==> config.mk <==
export PLATFORM = sky130hd
export DESIGN_NAME = gena_poly_writer
export DESIGN_NICKNAME = d
export VERILOG_FILES = /design/src/rtl/gena_poly_writer_pkg.sv /design/src/rtl/gena_poly_writer_index_ctr.sv /design/src/rtl/gena_poly_writer.sv
export SDC_FILE = /design/constraint.sdc
export NUM_CORES = 1
export LEC_CHECK = 0
export CORE_MARGIN = 4
export CORE_UTILIZATION = 40
export CTS_BUF_LIST = sky130_fd_sc_hd__clkbuf_2 sky130_fd_sc_hd__clkbuf_4 sky130_fd_sc_hd__clkbuf_8
export CTS_CLUSTER_SIZE = 30
export DETAILED_ROUTE_END_ITERATION = 12
export DONT_BUFFER_PORTS = 1
export GPL_TIMING_DRIVEN = 0
export PLACE_DENSITY = 0.62
export SYNTH_ARGS = -nofsm -noshare
export SYNTH_HDL_FRONTEND = slang
export SYNTH_SLANG_ARGS = --single-unit
==> constraint.sdc <==
create_clock -name clk -period 3.1 [get_ports clk]
set_clock_uncertainty 0.1 [all_clocks]
set_input_delay 0.31 -clock clk [delete_from_list [all_inputs] [get_ports clk]]
set_output_delay 0.31 -clock clk [all_outputs]
set_load 0.05 [all_outputs]
==> src/rtl/gena_poly_writer_pkg.sv <==
// Shared constants, FSM state encoding and RAM address helper for the matrix-A writer.
// Contents: K, WORDS_PER_POLY, ADDR_W, COEF_W, KYBER_Q, state_t, poly_base().
// The RAM holds polynomials back to back, WORDS_PER_POLY pair-words each.
package gena_poly_writer_pkg;

  localparam int K              = 3;
  localparam int WORDS_PER_POLY = 128;
  localparam int ADDR_W         = 11;
  localparam int COEF_W         = 12;
  localparam logic [COEF_W-1:0] KYBER_Q = 12'hD01;

  typedef enum logic [1:0] {
    S_IDLE = 2'd0,
    S_RUN  = 2'd1,
    S_NEXT = 2'd2,
    S_DONE = 2'd3
  } state_t;

  // First RAM word of a polynomial; the product always fits ADDR_W bits.
  function automatic logic [ADDR_W-1:0] poly_base(input logic [3:0] poly_idx);
    return ADDR_W'(poly_idx) * ADDR_W'(WORDS_PER_POLY);
  endfunction

endpackage

==> src/rtl/gena_poly_writer_index_ctr.sv <==
// Matrix (row, col) counter for the KxK polynomial sweep, with last-polynomial flag.
// Ports: clr/adv step the counter; transpose swaps the index roles; poly_idx/row_i/col_j/last
// are combinational views of the registered i/j pair.
module gena_index_ctr
  import gena_poly_writer_pkg::*;
(
  input  logic       clk,
  input  logic       rst,
  input  logic       clr,
  input  logic       adv,
  input  logic       transpose,
  output logic [3:0] poly_idx,
  output logic [1:0] row_i,
  output logic [1:0] col_j,
  output logic       last
);

  logic [1:0] i_q;
  logic [1:0] j_q;

  always_ff @(posedge clk or negedge rst) begin
    if (!rst) begin
      i_q <= '0;
      j_q <= '0;
    end else if (clr) begin
      i_q <= '0;
      j_q <= '0;
    end else if (adv) begin
      if (j_q == 2'(K-1)) begin
        j_q <= '0;
        i_q <= i_q + 2'd1;
      end else begin
        j_q <= j_q + 2'd1;
      end
    end
  end

  // The sweep order is always i-major; transpose only changes where each
  // polynomial lands and how the indices are reported.
  always_comb begin
    poly_idx = transpose ? (4'(j_q) * 4'(K) + 4'(i_q))
                         : (4'(i_q) * 4'(K) + 4'(j_q));
    row_i    = transpose ? j_q : i_q;
    col_j    = transpose ? i_q : j_q;
    last     = (i_q == 2'(K-1)) && (j_q == 2'(K-1));
  end

endmodule

==> src/rtl/gena_poly_writer.sv <==
// Drains the hash server's sampled-coefficient FIFO into the matrix-A RAM, K*K polys of 128 words.
// Ports: start/busy/done control; fifo_empty/fifo_req/fifo_dout (data one cycle after req);
// row_i/col_j/next_poly to the absorb controller; ram_we/ram_addr/ram_din write port (never stalls).
// Latency: RAM write one cycle after each accepted fifo_req; 130 cycles per poly with a full FIFO.
// Optional macro TRANSPOSE_EN adds the transpose input (sampled on start) to build A^T.
module gena_poly_writer
  import gena_poly_writer_pkg::*;
(
  input  logic              clk,
  input  logic              rst,
  input  logic              start,
`ifdef TRANSPOSE_EN
  input  logic              transpose,
`endif
  output logic              busy,
  output logic              done,
  input  logic              fifo_empty,
  output logic              fifo_req,
  input  logic [2*COEF_W-1:0] fifo_dout,
  output logic [1:0]        row_i,
  output logic [1:0]        col_j,
  output logic              next_poly,
  output logic              ram_we,
  output logic [ADDR_W-1:0] ram_addr,
  output logic [2*COEF_W-1:0] ram_din
);

  localparam int CTR_W = $clog2(WORDS_PER_POLY + 1);

  state_t           state;
  logic [CTR_W-1:0] req_ctr;
  logic [CTR_W-1:0] wr_ctr;
  logic             req_r1;
  logic             tr_q;
  logic [3:0]       poly_idx;
  logic             last;
  logic             idx_clr;
  logic             idx_adv;

`ifdef TRANSPOSE_EN
  // Held for the whole run so a toggling input cannot split the matrix layout.
  always_ff @(posedge clk or negedge rst) begin
    if (!rst) begin
      tr_q <= 1'b0;
    end else if (state == S_IDLE && start) begin
      tr_q <= transpose;
    end
  end
`else
  assign tr_q = 1'b0;
`endif

  gena_index_ctr u_index_ctr (
    .clk       (clk),
    .rst       (rst),
    .clr       (idx_clr),
    .adv       (idx_adv),
    .transpose (tr_q),
    .poly_idx  (poly_idx),
    .row_i     (row_i),
    .col_j     (col_j),
    .last      (last)
  );

  assign idx_clr = (state == S_DONE);
  assign idx_adv = (state == S_NEXT) && !last;

  // Combinational with fifo_empty so a request is never made against an empty FIFO.
  assign fifo_req = (state == S_RUN) && !fifo_empty && (req_ctr < CTR_W'(WORDS_PER_POLY));

  // FIFO read data arrives in the cycle after the request, aligned with req_r1.
  assign ram_we   = req_r1;
  assign ram_din  = req_r1 ? fifo_dout : '0;
  assign ram_addr = poly_base(poly_idx) + ADDR_W'(wr_ctr);

  always_ff @(posedge clk or negedge rst) begin
    if (!rst) begin
      state     <= S_IDLE;
      busy      <= 1'b0;
      done      <= 1'b0;
      next_poly <= 1'b0;
      req_r1    <= 1'b0;
      req_ctr   <= '0;
      wr_ctr    <= '0;
    end else begin
      done      <= 1'b0;
      next_poly <= 1'b0;
      req_r1    <= fifo_req;
      unique case (state)
        S_IDLE: begin
          if (start) begin
            state   <= S_RUN;
            busy    <= 1'b1;
            req_ctr <= '0;
            wr_ctr  <= '0;
          end
        end
        S_RUN: begin
          if (fifo_req) begin
            req_ctr <= req_ctr + 1'b1;
          end
          if (ram_we) begin
            wr_ctr <= wr_ctr + 1'b1;
            if (wr_ctr == CTR_W'(WORDS_PER_POLY - 1)) begin
              state <= S_NEXT;
            end
          end
        end
        S_NEXT: begin
          req_ctr <= '0;
          wr_ctr  <= '0;
          if (last) begin
            state <= S_DONE;
          end else begin
            next_poly <= 1'b1;
            state     <= S_RUN;
          end
        end
        S_DONE: begin
          done  <= 1'b1;
          busy  <= 1'b0;
          state <= S_IDLE;
        end
        default: state <= S_IDLE;
      endcase
    end
  end

endmodule
-- Word-level counts from Yosys, hierarchy flattened
Cells that the tools add are included.
W data, S select, Z words.
- logic and storage cells: 65
- flip-flop bits (word level): 26
- output and inout bits: 44
- input bits: 28
- muxes and demuxes: 22
- add/subtract/negate cells: 6
- $lt $le $gt $ge: 1
- multiply operators: 1
- equal/unequal tests: 10
- reductions and logical operators: 16
- operators with widths (operator ; count):
    $pmux W8 S3 ; 2
    $mux W24 ; 1
    $mux W8 ; 3
    $mux W2 ; 10
    $add A8 B1 Y8 const B ; 2
    $add A11 B8 Y11 ; 1
    $reduce_and A3 Y1 ; 3
    $eq A2 B2 Y1 const B ; 4
    $eq A8 B7 Y1 const B ; 1
    $lt A8 B8 Y1 const B ; 1
    $pmux W2 S4 ; 1
    $ne A2 B2 Y1 const B ; 3
    $reduce_bool A2 Y1 ; 3
    $add A2 B1 Y2 const B ; 2
    $add A4 B2 Y4 ; 1
    $logic_and A1 B1 Y1 ; 4
    $mul A2 B2 Y4 const B ; 1
    $mux W1 ; 4
    $reduce_and A2 Y1 ; 2
    $reduce_bool A3 Y1 ; 1
    $eq A2 B1 Y1 const B ; 1
    $logic_not A1 Y1 ; 2
    $logic_not A2 Y1 ; 1
    $ne A2 B1 Y1 const B ; 1
    $pmux W1 S2 ; 1

-- Longest topological paths before layout
Gate-level depths: netlist (run 1).
- depth after elaboration: 6
- mapped depth: 8
- gate-level depth less buffers: 8

-- Cells and area by module
A second synthesis (run 1) with hierarchy kept.
- cell total of the unflattened synthesis: 186
- area total of the unflattened synthesis: 1789.2 um^2
- by module, submodules not included (module ; sequential area each (um^2) ; cells an instance ; area each (um^2) ; instances):
    gena_poly_writer ; 550.5 ; 142 ; 1345.0 ; 1
    gena_index_ctr ; 100.1 ; 44 ; 444.2 ; 1

-- Worst setup path after synthesis (run 1)
OpenSTA, ideal clock, no wires.
- path type: reg2out
- start: register u_index_ctr.i_q[0]
- end: output port ram_addr[10]
- slack: -0.306 ns
- data arrival time: 2.996 ns
- stages on the path, launching flop included: 9
- path buffers: 0
- cell sequence: dfrtp_1 inv_1 fa_1 inv_1 ha_1 inv_1 fa_1 nand3b_1 xor2_1
- cells in the longest elaborated chain, start to end: 3
- ends and longest elaborated chain (item ; line ; RTL):
    start, declared ; gena_poly_writer_index_ctr.sv:18 ; logic [1:0] i_q;
    start signal, assigned ; gena_poly_writer_index_ctr.sv:31 ; i_q <= i_q + 2'd1;
    $mul A2 B2 Y4 ; gena_poly_writer_index_ctr.sv:42 ; : (4'(i_q) * 4'(K) + 4'(j_q));
    $add A4 B2 Y4 ; gena_poly_writer_index_ctr.sv:42 ;
    $add A11 B8 Y11 ; gena_poly_writer.sv:74 ; assign ram_addr = poly_base(poly_idx) + ADDR_W'(wr_ctr);
    end, declared ; gena_poly_writer.sv:24 ; output logic [ADDR_W-1:0] ram_addr,
Every way passes these cells.

-- Final worst setup path (run 1)
Ends and elaborated chain as after synthesis.

==> results.json, run 1 <==
{
  "netlist.area_leader.share_pct": 41.0,
  "io_pins": 72,
  "cts_max_path_buffers": 2,
  "wl_um": 3480,
  "path_clk_slew_ns": 0.09,
  "maxSlewViolCount": 0,
  "synth.area.top_cells": "dfrtp_1 (41%), and2_1 (9.9%), ha_1 (5.5%)",
  "outcome": "complete, but fails checks",
  "yosysMostFrequentCell": "dfrtp_1",
  "drtIter0Drc": 24,
  "final_hold_viol_count": 0,
  "synth_cell_type_count": 45,
  "dr.pass1.iters": 4,
  "dpl.hpwl_um": 2690,
  "drive_above_1_share_pct": 19.2,
  "violations": "negative setup slack",
  "syn_area_um2": 1590,
  "clkLatencyLatePin_ns": 0.27,
  "setup_ws_ns": -0.111,
  "grt_pass1_vias": 1269,
  "synth_nets": 200,
  "synth_area_leader_cell": "dfrtp_1",
  "cellPowerDensity_nw_per_um2": 575,
  "viasPerCell": 5.73,
  "port_buffers": 0,
  "postSynth.asyncResetShare_pct": 100,
  "gp_congestion": 0.759,
  "syn_inst": 163,
  "setup_viol": 2,
  "dieArea_um2": 5040,
  "track_usage_pct": 14.0,
  "crit_type": "register to output pin",
  "placed_area_um2": 1660,
  "synth_edf_count": 0,
  "coreArea_um2": 3740,
  "final_antenna_net_count": 0,
  "cp_max_fo": 5,
  "design_area_um2": 1800,
  "tightest_slew_ns": 0.626,
  "grt_max_degree": 27,
  "finalCritPeriodShare_pct": 104,
  "die_h_um": 71.0,
  "critPathRequiredTime_ns": 2.69,
  "ys_seq_area_share_pct": 41.0,
  "h-tree-depth": 1,
  "irDropWorstVdd_mv": 0.179,
  "layout.cells.non_filler": 220,
  "die_w_um": 71.0,
  "yosysWarnings": 0,
  "dp_cells": 211,
  "cts_buffers": 3,
  "max_freq_mhz": 311,
  "p_leak_nw": 0.792,
  "cp-end-kind": "output pin",
  "final_nets": 211,
  "syn_area_per_cell_um2": 9.74,
  "ys_ff_latch": 26,
  "rsz0062_at_grt": "yes",
  "wl_per_cell_um": 15.8,
  "area_delta_synth_final_pct": 13.3,
  "fillers": 349,
  "start_kind": "register",
  "n_antenna_cell": 0,
  "grt_pass1_wl_um": 5690,
  "crit_arrival_ns": 2.80,
  "relSlewSlack_pct": 58.3,
  "min_path_type": "input pin to register",
  "initial_core_util_pct": 42.4,
  "fin_crit_ns": 3.21,
  "rows": 22,
  "drv_cap": 0,
  "antenna_found_initial": 0,
  "clock_sinks": 26,
  "drc_errors": 0,
  "grt-ovfl-total": 0,
  "root_buffer": "clkbuf_8",
  "synth_flop_cell": "dfrtp_1",
  "synth_common_cells": "dfrtp_1 (26), and2_1 (25), nand2_1 (10)",
  "cts_tree": "built",
  "vias": 1261
}
-- stage by stage --
step                      setup TNS (ns)  setup WS (ns)  util (%)  hold slack [ns]  power [W]
after floorplan                   -0.103         -0.103         -          -0.0856   0.000797
after global placement            -0.216         -0.195      44.4          -0.0844   0.000832
after detailed placement          -0.277         -0.228      44.4          -0.0846   0.000846
after CTS                         -0.129         -0.129      47.8            0.165    0.00105
after global routing              -0.353         -0.202      48.1            0.168    0.00110
final                             -0.175         -0.111      48.1            0.168    0.00103
-- final cells by class --
type	count	area (µm²)	area share, %
Buffer	14	85.1	4.73
Clock buffer	3	41.3	2.29
Inverter	10	41.3	2.29
Multi-Input combinational cell	113	853	47.4
Sequential cell	26	654	36.4
Tap cell	48	60.1	3.34
Timing Repair Buffer	6	63.8	3.55
-- flip-flops by register name, indices dropped and copies added (netlist names) --
signal           cells
req_ctr              8
wr_ctr               8
state                2
u_index_ctr.i_q      2
u_index_ctr.j_q      2
busy                 1
done                 1
next_poly            1
ram_we               1
-- worst paths after layout --
| check | slack (ns) | end | start | cells after the start |
|---|---|---|---|---|
| worst max-delay path | -0.11 | ram_addr[10] | u_index_ctr.i_q[0] | 8 |
| worst min-delay path | 0.17 | busy | start | 2 |
| worst max register to register | 1.07 | wr_ctr[5] | ram_we | 4 |
| worst min register to register | 0.41 | req_ctr[4] | req_ctr[4] | 1 |
| max in group asynchronous | 2.39 | u_index_ctr.i_q[1] | rst | 2 |
| min in group asynchronous | 0.35 | u_index_ctr.j_q[1] | rst | 2 |
-- worst max-delay path, cell delays in order, from the launching register on --
cell,delay [ns]
dfrtp_2,0.58
inv_2,0.10
fa_1,0.50
inv_1,0.04
ha_2,0.18
inv_2,0.05
fa_1,0.42
nand3b_1,0.26
xor2_4,0.39
-- cell usage in the layout, fill, tap and decap left out, types with 2 or more instances in the layout --
cell type  count
and2_1        25
dfrtp_1       23
buf_4         11
nand2_1       10
nand3_1        7
o21ai_0        6
ha_1           6
inv_1          5
clkbuf_1       4
mux2i_1        4
o22ai_1        4
inv_2          3
nand3b_1       3
nand2b_1       3
nor2_1         3
a21oi_1        3
o31ai_1        3
clkbuf_8       3
dfrtp_2        3
buf_2          2
nor2b_1        2
nor3b_1        2
or4_1          2
a32o_1         2
a21o_1         2
a22o_1         2
fa_1           2
-- per-layer routing --
metal / vias up / routed length [µm] / track usage, % / share of wire [%]
met5: - / 0 / 0 / 0
met4: 0 / 65 / 7.72 / 1.9
met3: 7 / 342 / 2.98 / 9.8
met2: 73 / 1710 / 24.5 / 49
met1: 596 / 1360 / 15.8 / 39
li1: 585 / - / - / -
-- cell families (layout without fill, tap and decap cells) --
group | Yosys count | count (layout) | synth area share (%)
XOR/XNOR | 3 | 3 | 1.66
flip-flops | 26 | 26 | 41.0
multiplexers | 4 | 4 | 2.52
adder cells (fa/ha/maj) | 9 | 9 | 8.04
AND/OR/NAND/NOR | 67 | 67 | 25.7
buffers and inverters | 24 | 33 | 7.80
AO/OA/AOI/OAI | 30 | 30 | 13.3
-- repair_timing --
action,4_1_cts,5_1_grt
setup buffers,3,1
setup endpoints to repair,3,2
resized for setup,11,1
hold buffers,2,0
pin swaps,3,2
endpoints found under the hold margin,26,0
-- where the power goes --
part           switching (W)  internal (W)
logic               0.000283      0.000107
clock network       0.000102     0.0000872
registers          0.0000633      0.000391
total               0.000448      0.000586
Note: power is estimated with default switching activity, not from simulation.
==> inputs of run 2 (changes only) <==
--- a/config.mk
+++ b/config.mk
@@ -15,4 +15,5 @@
 export PLACE_DENSITY = 0.62
 export SYNTH_ARGS = -nofsm -noshare
 export SYNTH_HDL_FRONTEND = slang
+export SYNTH_HIERARCHICAL = 1
 export SYNTH_SLANG_ARGS = --single-unit
==> results.json, run 2 <==
{
  "ys_seq_area_share_pct": 36.4,
  "drc_errors": 0,
  "synth_common_cells": "dfrtp_1 (26), and2_1 (25), inv_1 (13)",
  "setup_viol": 0,
  "finalCritPeriodShare_pct": 98.1,
  "cp_top_family": "adder cells",
  "max_freq_mhz": 329,
  "fillers": 413,
  "design_area_um2": 2020,
  "root_buffer": "clkbuf_8",
  "layout_common_cells": "and2_1 (25), dfrtp_1 (24), nand2_1 (12), inv_1 (11), buf_4 (11)",
  "dp_cells": 239,
  "fin_crit_ns": 3.04,
  "min_path_type": "input pin to register",
  "yosysMostFrequentCell": "dfrtp_1",
  "yosysWarnings": 6,
  "layout.cells.non_filler": 248,
  "cts_buffers": 3,
  "dieArea_um2": 5610,
  "power_w": 0.00159,
  "maxSlewViolCount": 0,
  "synth_area_leader_cell": "dfrtp_1",
  "viasPerCell": 5.55,
  "clkLatencyLatePin_ns": 0.26,
  "cts_tree": "built",
  "tns_ns": 0,
  "initial_core_util_pct": 41.1,
  "cellPowerDensity_nw_per_um2": 787,
  "cpMostUsedCell": "fa_1",
  "area_delta_synth_final_pct": 12.8,
  "ys_ff_latch": 26,
  "wl_per_cell_um": 15.5,
  "start_kind": "register",
  "vias": 1376,
  "gp_congestion": 0.731,
  "n_antenna_cell": 0,
  "syn_inst": 186,
  "drive_above_1_share_pct": 17.3,
  "netlist.area_leader.share_pct": 36.4,
  "dpl.hpwl_um": 2850,
  "die_h_um": 74.9,
  "port_buffers": 0,
  "antenna_found_initial": 0,
  "top_regs": "req_ctr x8, wr_ctr x8",
  "syn_area_um2": 1790,
  "final_common_cell": "and2_1",
  "final_antenna_net_count": 0,
  "cts_max_path_buffers": 2,
  "rsz0062_at_grt": "yes",
  "path_buf_inv": 2,
  "p_leak_nw": 0.906,
  "drv_cap": 0,
  "io_pins": 72,
  "syn_area_per_cell_um2": 9.62,
  "outcome": "complete, no violations",
  "track_usage_pct": 13.6,
  "slowest_delay_ns": 0.53,
  "grt_pass1_wl_um": 5820,
  "tightest_slew_ns": 0.969,
  "cp_max_fo": 3,
  "path_clk_slew_ns": 0.09,
  "holdWs_ns": 0.147,
  "grt_max_degree": 27,
  "worst_path_max_delay_cell": "fa_1",
  "final_nets": 241,
  "irDropWorstVdd_mv": 0.577,
  "synth_edf_count": 0,
  "crit_chain": "inv_2 > fa_1 > inv_1 > ha_2 > fa_1 > mux2_4 > xor2_4",
  "dr.pass1.iters": 4,
  "synth_flop_cell": "dfrtp_1",
  "critPathRequiredTime_ns": 2.69,
  "crit_arrival_ns": 2.63,
  "relSlewSlack_pct": 35.0,
  "final_hold_viol_count": 0,
  "clock_sinks": 26,
  "grt_pass1_vias": 1230,
  "grt-ovfl-total": 0,
  "rows": 24,
  "crit_type": "register to output pin",
  "coreArea_um2": 4350,
  "die_w_um": 74.9,
  "drtIter0Drc": 97,
  "cp-end-kind": "output pin",
  "wl_um": 3830,
  "h-tree-depth": 1,
  "synth.area.top_cells": "dfrtp_1 (36%), and2_1 (8.7%), ha_1 (7.7%)",
  "postSynth.asyncResetShare_pct": 100,
  "synth_cell_type_count": 46,
  "placed_area_um2": 1870
}
## run 2: layout make-up
cell class | instances | area, µm² | share of cell area [%]
Buffer | 15 | 93.8 | 4.65
Clock buffer | 3 | 41.3 | 2.05
Inverter | 15 | 56.3 | 2.79
Multi-Input combinational cell | 131 | 1050 | 52.0
Sequential cell | 26 | 653 | 32.4
Tap cell | 52 | 65.1 | 3.22
Timing Repair Buffer | 6 | 60.1 | 2.98
## run 2: metal layers
metal / vias up / global-route usage (%) / part of all wire [%]
li1: 660 / - / -
met1: 650 / 17.4 / 42
met2: 62 / 22.7 / 49
met3: 4 / 3.47 / 7.6
met4: 0 / 4.15 / 1.3
met5: - / 0 / 0
## run 2: path summary, 6_finish.rpt
check / slack [ns] / from / cells past startpoint / end
setup / recovery: 0.06 / u_index_ctr/i_q[0] / 7 / ram_addr[9]
hold / removal: 0.15 / start / 2 / busy
setup reg to reg: 0.86 / u_index_ctr/j_q[0] / 6 / u_index_ctr/i_q[0]
hold reg to reg: 0.40 / req_ctr[7] / 1 / req_ctr[7]
max in group asynchronous: 2.33 / rst / 2 / u_index_ctr/j_q[1]
min in group asynchronous: 0.41 / rst / 2 / ram_we
## run 2: metrics by stage
| step | setup slack [ns] | util [%] |
|---|---|---|
| finish | 0.0598 | 46.4 |
| global route | -0.00961 | 46.4 |
| CTS | 0.0103 | 46.3 |
| detailed placement | -0.0452 | 43.0 |
| global placement | 0.0247 | 43.0 |
| floorplan | 0.162 | - |
## run 2: kinds of logic (layout without fill, tap and decap cells)
kind of cell / Yosys count / after routing / synth area share [%]
buffers and inverters: 30 / 39 / 8.39
adders and majority gates: 15 / 15 / 12.2
xor gates and xnor gates: 2 / 2 / 0.979
muxes: 13 / 13 / 7.76
AOI/OAI and AO/OA: 31 / 31 / 12.2
and+or+nand+nor: 68 / 68 / 21.9
DFF: 26 / 26 / 36.4
other: 1 / 2 / 0.210
## run 2: power by group
group          internal (W)  total (W)  switching (W)
clock network     0.0000870   0.000188       0.000101
logic              0.000225   0.000795       0.000569
registers          0.000448   0.000605       0.000156
## run 2: timing repair
action / in CTS / in global routing
gates resized for setup: 9 / 2
pin swaps: 1 / 2
hold buffers: 2 / 0
setup buffers: 4 / 0
endpoints found under the setup margin: 2 / 2
hold endpoints to repair: 26 / 0
==> inputs of run 3 (changes only) <==
==> constraint.sdc (replaced) <==
create_clock -name clk -period 3.7 [get_ports clk]
set_clock_uncertainty 0.1 [all_clocks]
set_input_delay 0.37 -clock clk [delete_from_list [all_inputs] [get_ports clk]]
set_output_delay 0.37 -clock clk [all_outputs]
set_load 0.05 [all_outputs]
==> results.json, run 3 (synthesized netlist as in run 2, its figures left out) <==
{
  "gp_congestion": 0.732,
  "max_freq_mhz": 287,
  "coreArea_um2": 4350,
  "p_leak_nw": 0.894,
  "post-route-util_pct": 45.0,
  "crit_type": "register to output pin",
  "area_delta_synth_final_pct": 9.44,
  "dp_cells": 239,
  "holdCritStartpoint": "start",
  "cp-end-kind": "output pin",
  "postCtsSetupBuffers": 0,
  "dieArea_um2": 5610,
  "outcome": "complete, no violations",
  "layout_common_cells": "dfrtp_1 (26), and2_1 (25), inv_1 (13), nand2_1 (12), ha_1 (11)",
  "drive_above_1_share_pct": 12.4,
  "dpl.hpwl_um": 2910,
  "viasPerCell": 5.54,
  "grt-ovfl-total": 0,
  "initial_core_util_pct": 41.1,
  "drtIter0Drc": 153,
  "irDropWorstVdd_mv": 0.406,
  "final_nets": 237,
  "cp_max_fo": 6,
  "start_kind": "register",
  "final_common_cell": "dfrtp_1",
  "drc_errors": 0,
  "cellPowerDensity_nw_per_um2": 690,
  "track_usage_pct": 13.9,
  "placed_area_um2": 1860,
  "clkLatencyLatePin_ns": 0.26,
  "power_frac_clock_pct": 13.4,
  "grt_pass1_vias": 1246,
  "wl_per_cell_um": 15.5,
  "grt_max_degree": 27,
  "finalCritPeriodShare_pct": 94.3,
  "crit_arrival_ns": 3.02,
  "design_area_um2": 1960,
  "top_regs": "req_ctr x8, wr_ctr x8",
  "maxSlewViolCount": 0,
  "r2r_slack_ns": 1.47,
  "seqPwrFrac_pct": 37.4,
  "rr_worst_depth": 6,
  "critPathRequiredTime_ns": 3.23,
  "intPower_w": 0.000659,
  "port_buffers": 0,
  "antenna_found_initial": 0,
  "root_buffer": "clkbuf_8",
  "switching_share_pct": 51.2,
  "cts_buffers": 3,
  "dr.pass1.iters": 4,
  "drv_cap": 0,
  "vias": 1358,
  "grt_pass1_wl_um": 5900,
  "setup_ws_ns": 0.210,
  "tightest_slew_ns": 0.971,
  "die_w_um": 74.9,
  "io_pins": 72,
  "fin_crit_ns": 3.49,
  "hold_depth": 2,
  "h-tree-depth": 1,
  "layout.cells.non_filler": 245,
  "post-place-ws_ns": 0.252,
  "relSlewSlack_pct": 34.8,
  "min_path_type": "input pin to register",
  "cts_tree": "built",
  "die_h_um": 74.9,
  "final_antenna_net_count": 0,
  "final_hold_viol_count": 0,
  "clock_sinks": 26,
  "timing.rr.start": "u_index_ctr/j_q[0]",
  "rr_endpoint": "u_index_ctr/i_q[0]",
  "wl_um": 3790,
  "cts_max_path_buffers": 2,
  "tns_ns": 0,
  "path_clk_slew_ns": 0.09,
  "rows": 24,
  "rsz0062_at_grt": "no",
  "setup_viol": 0,
  "p_sw_w": 0.000693,
  "n_antenna_cell": 0,
  "power.combinational.fraction_pct": 49.2,
  "min_to": "busy"
}
## run 3: cell types whose count changed in the layout (fill, tap and decap cells not counted), sizes merged
cell / before / now
clkbuf: 7 / 8
buf: 16 / 12
## run 3: per-layer routing
metal / vias up / GRT usage (%) / wire length (µm) / share of wire (%)
met4: 0 / 2.96 / 26 / 0.69
met1: 637 / 18.0 / 1600 / 42
met3: 2 / 3.20 / 263 / 6.9
li1: 655 / - / - / -
met2: 64 / 23.7 / 1900 / 50
met5: - / 0 / 0 / 0
## run 3: power groups by stage
stage	clock network, W	logic (W)	registers, W
6_report	0.000181	0.000665	0.000506
5_1_grt	0.000201	0.000726	0.000524
4_1_cts	0.000188	0.000671	0.000507
3_5_place_dp	0	0.000660	0.000512
3_3_place_gp	0	0.000654	0.000511
2_1_floorplan	0	0.000605	0.000482
## run 3: worst max-delay path by stage
stage	startpoint	to	slack (ns)	depth (start not counted)
global route	u_index_ctr/i_q[1]	ram_addr[10]	0.007	8
finish	u_index_ctr/i_q[1]	ram_addr[10]	0.21	8
floorplan	u_index_ctr/i_q[1]	ram_addr[10]	0.45	8
CTS	u_index_ctr/i_q[1]	ram_addr[10]	0.21	8
global placement	u_index_ctr/i_q[1]	ram_addr[10]	0.32	8
detailed placement	u_index_ctr/i_q[1]	ram_addr[10]	0.25	8
## run 3: critical path: stages (launching register included)
cell	delay, ns
dfrtp_1	0.50
inv_1	0.12
fa_1	0.52
inv_1	0.05
ha_1	0.20
fa_1	0.47
mux2_1	0.19
nand3_1	0.14
xnor2_2	0.56
## run 3: timing repair
item	CTS	global route
endpoints found under the setup margin	2	0
gates resized for setup	2	0
endpoints found under the hold margin	26	0
hold buffers	2	0
## run 3: stage by stage
stage	hold slack, ns	total power (W)
after floorplan	-0.0256	0.00109
after global placement	-0.0250	0.00116
after detailed placement	-0.0249	0.00117
after CTS	0.204	0.00137
after global routing	0.234	0.00145
final	0.207	0.00135
## run 3: cell type report
type | instances | area [µm²]
Sequential cell | 26 | 651
Inverter | 15 | 56.3
Clock buffer | 4 | 55.1
Fill cell | 421 | 2400
Tap cell | 52 | 65.1
Timing Repair Buffer | 2 | 30.0
Buffer | 15 | 93.8
Multi-Input combinational cell | 131 | 1010
